$ cat config.mk
export PLATFORM = sky130hd
export DESIGN_NAME = hazard_scoreboard
export DESIGN_NICKNAME = d
export VERILOG_FILES = /design/src/rtl/hazard_pkg.sv /design/src/rtl/sb_stage_reg.sv /design/src/rtl/hazard_scoreboard.sv
export SDC_FILE = /design/constraint.sdc
export NUM_CORES = 1
export LEC_CHECK = 0
export CAP_MARGIN = 10
export CORE_MARGIN = 2
export CORE_UTILIZATION = 45
export CTS_CLUSTER_DIAMETER = 30
export CTS_CLUSTER_SIZE = 10
export DETAILED_ROUTE_END_ITERATION = 7
export PLACE_DENSITY = 0.74
export SLEW_MARGIN = 5
export SYNTH_ARGS = -nofsm -noshare
export SYNTH_HDL_FRONTEND = slang
export SYNTH_SLANG_ARGS = --single-unit
export TNS_END_PERCENT = 5
$ cat constraint.sdc
create_clock -name clk -period 3.14 [get_ports clk]
set_input_delay 0.628 -clock clk [delete_from_list [all_inputs] [get_ports clk]]
set_output_delay 0.628 -clock clk [all_outputs]
set_load 0.01 [all_outputs]
$ cat src/rtl/hazard_pkg.sv
// Shared types for the hazard scoreboard: scoreboard entry layout, forward-select
// encoding and the "entry writes register r" predicate.
package hazard_pkg;

    // Register fields are stored at this fixed width; RAW must not exceed it.
    localparam int unsigned SB_AW = 8;

    typedef enum logic [1:0] {
        FWD_RF = 2'b00,
        FWD_W  = 2'b01,
        FWD_M  = 2'b10
    } fwd_sel_e;

    typedef struct packed {
        logic             valid;
        logic [SB_AW-1:0] rd;
        logic             regwrite;
        logic             is_load;
        logic [SB_AW-1:0] rs1;
        logic [SB_AW-1:0] rs2;
        logic             use_rs1;
        logic             use_rs2;
    } sb_entry_t;

    function automatic logic sb_writes(input sb_entry_t e, input logic [SB_AW-1:0] r);
        return e.valid & e.regwrite & (e.rd == r) & (r != '0);
    endfunction

endpackage

$ cat src/rtl/sb_stage_reg.sv
// One scoreboard entry register: clr loads a bubble, en loads d, otherwise holds.
module sb_stage_reg
    import hazard_pkg::*;
(
    input  logic      clk,
    input  logic      rst,
    input  logic      en,
    input  logic      clr,
    input  sb_entry_t d,
    output sb_entry_t q
);

    sb_entry_t entry_d;
    sb_entry_t entry_q;

    always_comb begin
        entry_d = entry_q;
        if (clr) begin
            entry_d = '0;
        end else if (en) begin
            entry_d = d;
        end
    end

    always_ff @(posedge clk or posedge rst) begin
        if (rst) begin
            entry_q <= '0;
        end else begin
            entry_q <= entry_d;
        end
    end

    assign q = entry_q;

endmodule

$ cat src/rtl/hazard_scoreboard.sv
// Hazard unit with a self-tracked E/M/W destination scoreboard: drives stalls,
// flushes, freeze and forward selects, and keeps saturating perf counters.
module hazard_scoreboard
    import hazard_pkg::*;
#(
    parameter int unsigned RAW    = 5,
    parameter int unsigned FWD_EN = 1,
    parameter int unsigned CNT_W  = 32
) (
    input  logic             clk,
    input  logic             rst,
    input  logic             valid_d,
    input  logic [RAW-1:0]   rs1_d,
    input  logic [RAW-1:0]   rs2_d,
    input  logic             use_rs1_d,
    input  logic             use_rs2_d,
    input  logic [RAW-1:0]   rd_d,
    input  logic             regwrite_d,
    input  logic             is_load_d,
    input  logic             redirect_e,
    input  logic             dmem_wait,
    output logic             stall_f,
    output logic             stall_d,
    output logic             flush_d,
    output logic             flush_e,
    output logic             freeze,
    output logic [1:0]       fwd_a_e,
    output logic [1:0]       fwd_b_e,
    output logic [CNT_W-1:0] stall_cycles,
    output logic [CNT_W-1:0] flush_events
);

    sb_entry_t        d_ent;
    sb_entry_t        e_q;
    sb_entry_t        m_q;
    sb_entry_t        w_q;
    logic [SB_AW-1:0] rs1_x;
    logic [SB_AW-1:0] rs2_x;
    logic             load_use;
    logic             raw_nofwd;
    logic             hz;
    fwd_sel_e         fwd_a;
    fwd_sel_e         fwd_b;
    logic [CNT_W-1:0] stall_cycles_d;
    logic [CNT_W-1:0] stall_cycles_q;
    logic [CNT_W-1:0] flush_events_d;
    logic [CNT_W-1:0] flush_events_q;

    assign freeze = dmem_wait;
    assign rs1_x  = SB_AW'(rs1_d);
    assign rs2_x  = SB_AW'(rs2_d);

    always_comb begin
        d_ent          = '0;
        d_ent.valid    = valid_d;
        d_ent.rd       = SB_AW'(rd_d);
        d_ent.regwrite = regwrite_d;
        d_ent.is_load  = is_load_d;
        d_ent.rs1      = rs1_x;
        d_ent.rs2      = rs2_x;
        d_ent.use_rs1  = use_rs1_d;
        d_ent.use_rs2  = use_rs2_d;
    end

    // Freeze holds E and M while W takes a bubble.
    sb_stage_reg u_sb_e (.clk(clk), .rst(rst), .en(~freeze), .clr(flush_e), .d(d_ent), .q(e_q));
    sb_stage_reg u_sb_m (.clk(clk), .rst(rst), .en(~freeze), .clr(1'b0),    .d(e_q),   .q(m_q));
    sb_stage_reg u_sb_w (.clk(clk), .rst(rst), .en(1'b1),    .clr(freeze),  .d(m_q),   .q(w_q));

    always_comb begin
        load_use  = valid_d & e_q.is_load &
                    ((use_rs1_d & sb_writes(e_q, rs1_x)) | (use_rs2_d & sb_writes(e_q, rs2_x)));
        raw_nofwd = valid_d &
                    ((use_rs1_d & (sb_writes(e_q, rs1_x) | sb_writes(m_q, rs1_x))) |
                     (use_rs2_d & (sb_writes(e_q, rs2_x) | sb_writes(m_q, rs2_x))));
        hz = load_use;
        if (FWD_EN == 0) begin
            hz = load_use | raw_nofwd;
        end
    end

    always_comb begin
        stall_f = 1'b0;
        stall_d = 1'b0;
        flush_d = 1'b0;
        flush_e = 1'b0;
        if (freeze) begin
            stall_f = 1'b1;
            stall_d = 1'b1;
        end else if (redirect_e) begin
            flush_d = 1'b1;
            flush_e = 1'b1;
        end else if (hz) begin
            stall_f = 1'b1;
            stall_d = 1'b1;
            flush_e = 1'b1;
        end
    end

    // A load in M is skipped so its register falls through to the W check.
    function automatic fwd_sel_e pick_fwd(input logic use_rs, input logic [SB_AW-1:0] r,
                                          input sb_entry_t m, input sb_entry_t w);
        if (use_rs & sb_writes(m, r) & ~m.is_load) begin
            return FWD_M;
        end else if (use_rs & sb_writes(w, r)) begin
            return FWD_W;
        end
        return FWD_RF;
    endfunction

    always_comb begin
        fwd_a = FWD_RF;
        fwd_b = FWD_RF;
        if (FWD_EN != 0) begin
            fwd_a = pick_fwd(e_q.use_rs1, e_q.rs1, m_q, w_q);
            fwd_b = pick_fwd(e_q.use_rs2, e_q.rs2, m_q, w_q);
        end
    end

    assign fwd_a_e = fwd_a;
    assign fwd_b_e = fwd_b;

    always_comb begin
        stall_cycles_d = stall_cycles_q;
        flush_events_d = flush_events_q;
        if (stall_d && (stall_cycles_q != '1)) begin
            stall_cycles_d = stall_cycles_q + CNT_W'(1);
        end
        if (redirect_e && !freeze && (flush_events_q != '1)) begin
            flush_events_d = flush_events_q + CNT_W'(1);
        end
    end

    always_ff @(posedge clk or posedge rst) begin
        if (rst) begin
            stall_cycles_q <= '0;
            flush_events_q <= '0;
        end else begin
            stall_cycles_q <= stall_cycles_d;
            flush_events_q <= flush_events_d;
        end
    end

    assign stall_cycles = stall_cycles_q;
    assign flush_events = flush_events_q;

    logic unused_fields;
    assign unused_fields = ^{m_q.rs1, m_q.rs2, m_q.use_rs1, m_q.use_rs2,
                             w_q.rs1, w_q.rs2, w_q.use_rs1, w_q.use_rs2, w_q.is_load};

endmodule

==> run_results.csv <==
group,metric,value,unit
place,gp_congestion,0.902,
routing,drc,0,
die,core,0.0103,mm²
clock_tree,cts.sinks,99,
clock_tree,insertion_delay,0.36,ns
global_route,grt_pass1_wl,18600,µm
cells_and_area,area_growth_syn_to_layout,30.9,%
yosys,synth_top_family_by_area,"simple AND/OR/NAND/NOR gates",
yosys,yosys-mux-area-fraction,0.0285,
sta,skew,0.00925,ns
cells_and_area,fin_cells,691,
critical_path,setup.worst_path.end_class,"output port",
die,num_io_pins,97,
critical_path,worstPathMaxFanout,3,
cells_and_area,diodes,0,
clock_tree,clockBufferDepth,2,
die,die_h,107,µm
die,die_area,0.0114,mm²
routing,vias,3718,
sta,worstMarginPinSlew,0.804,ns
routing,drt-total-wl,11100,µm
sta,fin_crit_sh,0.980,
global_route,first_global_vias,3746,
sta,whs,0.496,ns
routing,dr.pass1.iters,4,
outcome,status,"finished clean",
worst_hold_path,hp-class,"reg2reg",
sta,maxSlewViolCount,0,
critical_path,worst_ep_required_time,2.51,ns
clock_tree,postCtsSetupRepairBufs,0,
yosys,yosysTopAreaCell,"dfrtp_1",
yosys,synth_top_area_frac,0.522,
cells_and_area,nets,576,
clock_tree,numCtsBuffers,9,
place,dp_hpwl,8010,µm
global_route,grt_usage,0.206,
power_and_ir_drop,peakVddDrop,0.000286,V
yosys,async_flop_share,1.00,
critical_path,r2r_setup_slack,0.81,ns
routing,drt.antenna.violating_nets,0,
yosys,synth_nets,467,
place,portBuffers,96,
job,drv_cap,0,
yosys,synth_area,0.00475,mm²
global_route,grt_max_degree,53,
yosys,synth_compound_area_frac,0.0620,
yosys,synthXorXnorAreaFrac,0.157,
critical_path,startpoint_type,"input port",
sta,final.min_clock_period,3.08,ns
clock_tree,cts_root_buf,"clkbuf_8",
power_and_ir_drop,p_leak,2.76,nW
cells_and_area,n_fill_cell,873,
clock_tree,tritoncts,"done",
yosys,syn_avg_cell_area,10.8,µm²
critical_path,cp.arrival,2.45,ns
yosys,synth-simple-area-share,0.206,
clock_tree,cts-htree-levels,3,
place,dpl.cell_count,675,
power_and_ir_drop,powerDensity,492,mW/mm²
yosys,synthAdderAreaFrac,0.00527,
sta,slew_headroom,0.463,
yosys,ys.flop_type,"dfrtp_1",
yosys,synth_area_leaders,"dfrtp_1, xor2_1, xnor2_1",
routing,drt-initial-drc-count,140,
die,fp.dieW,107,µm
yosys,synth-seq-cells,99,
die,initial_core_util,0.462,
die,row_count,37,
yosys,ys.warnings.count,0,
global_route,overflow,0,
yosys,syn-instance-count,441,
critical_path,path_class,"in2out",
cells_and_area,drive_above_1_share,0.0901,
clock_tree,clkSlewWorstSetupHoldPaths,0.09,ns
yosys,synth_seq_area_share,0.522,
yosys,yosysUniqueCellTypes,41,
routing,post_drt_via_cell_ratio,5.38,
sta,setup_viol,0,
sta,max_freq,0.325,GHz
sta,hold_viol_final,0,
routing,wl_per_cell,16.1,µm
yosys,synth_edf_count,0,
cells_and_area,multi_input_area,0.00221,mm²
global_route,antenna_found_initial,1,
sta,rsz0062_at_grt,"no",
cells_and_area,seqCellArea,0.00248,mm²
per-stage QoR:
stage | power, mW | setup slack (ns) | setup TNS [ns] | util | instance area, µm²
3_5_place_dp | 2.17 | -0.231 | -1.83 | 0.580 | 5960
5_1_grt | 3.22 | 0.00638 | 0 | 0.604 | 6210
6_report | 3.06 | 0.0629 | 0 | 0.604 | 6210
4_1_cts | 3.08 | 0.00820 | 0 | 0.603 | 6200
2_1_floorplan | 1.85 | 0.789 | 0 | - | 4750
3_3_place_gp | 2.14 | -0.191 | -0.489 | 0.580 | 5960
flip-flops by register name, indices dropped and copies added (netlist names):
register      flops
stall_cycles     32
u_sb_w.q          7
flush_events     32
u_sb_m.q          8
u_sb_e.q         20
metal layers:
metal | GRT usage | part of all wire | routed length, µm
met5 | 0 | 0.0012 | 13
met1 | 0.280 | 0.46 | 5090
met2 | 0.322 | 0.47 | 5200
met3 | 0.0632 | 0.060 | 670
met4 | 0.0557 | 0.012 | 136
where the power goes:
group | internal, mW | switching (mW)
Sequential | 1.40 | 0.171
Clock | 0.489 | 0.432
Combinational | 0.325 | 0.246
worst max-delay path: stages:
cell and delay (ns):
clkdlybuf4s50_1 0.47, buf_4 0.17, nor4_2 0.26, o21ai_1 0.13
a41o_1 0.20, or2_1 0.27, dlygate4sd2_1 0.30
kinds of logic (layout without fill, tap and decap cells):
kind of cell	after synthesis	after routing
XOR/XNOR	85	85
AO/OA/AOI/OAI	37	37
flip-flops	99	99
AND/OR/NAND/NOR	184	184
adder cells (fa/ha/maj)	2	2
buffers and inverters	22	136
multiplexers	12	12
layout make-up:
class                           count  area share
Tap cell                          136      0.0274
Inverter                           10     0.00665
Clock buffer                       11      0.0244
Timing Repair Buffer              110       0.175
Multi-Input combinational cell    320       0.355
Sequential cell                    99       0.399
Clock inverter                      5      0.0121
final timing paths:
| path | startpoint | endpoint | cells after the start |
|---|---|---|---|
| max in group asynchronous | rst | u_sb_e.q[19] | 3 |
| max | rs1_d[1] | stall_d | 7 |
| max reg2reg | stall_cycles[0] | stall_cycles[1] | 7 |
| min in group asynchronous | rst | flush_events[13] | 3 |
| min reg2reg | stall_cycles[17] | stall_cycles[17] | 1 |
| min | stall_cycles[17] | stall_cycles[17] | 1 |
cells in the final DEF (no fill, tap or decap), types with 11 or more instances in the layout:
cell / instances
buf_4: 12
and3_1: 11
nor4_1: 11
nand4_1: 19
clkdlybuf4s50_1: 92
dfrtp_1: 99
clkbuf_8: 11
nor3_1: 17
a22o_1: 20
nand3_1: 29
xnor2_1: 41
xor2_1: 44
nor2_1: 27
nand2_1: 36
cells in the mapped netlist, types with 5 or more instances:
cell	instances
a22o_1	20
and3_1	11
clkbuf_1	6
dfrtp_1	99
inv_1	10
mux2_1	6
mux2_2	6
nand2_1	36
nand3_1	29
nand4_1	19
nor2_1	27
nor2b_1	7
nor3_1	19
nor4_1	13
o21ai_1	5
xnor2_1	41
xor2_1	44
timing repair:
action                                 4_1_cts  5_1_grt
hold buffers                                 0        0
setup endpoints to repair                    3        2
endpoints found under the hold margin        0        0
gates resized for setup                      6        2
Note: power is estimated with default switching activity, not from simulation.
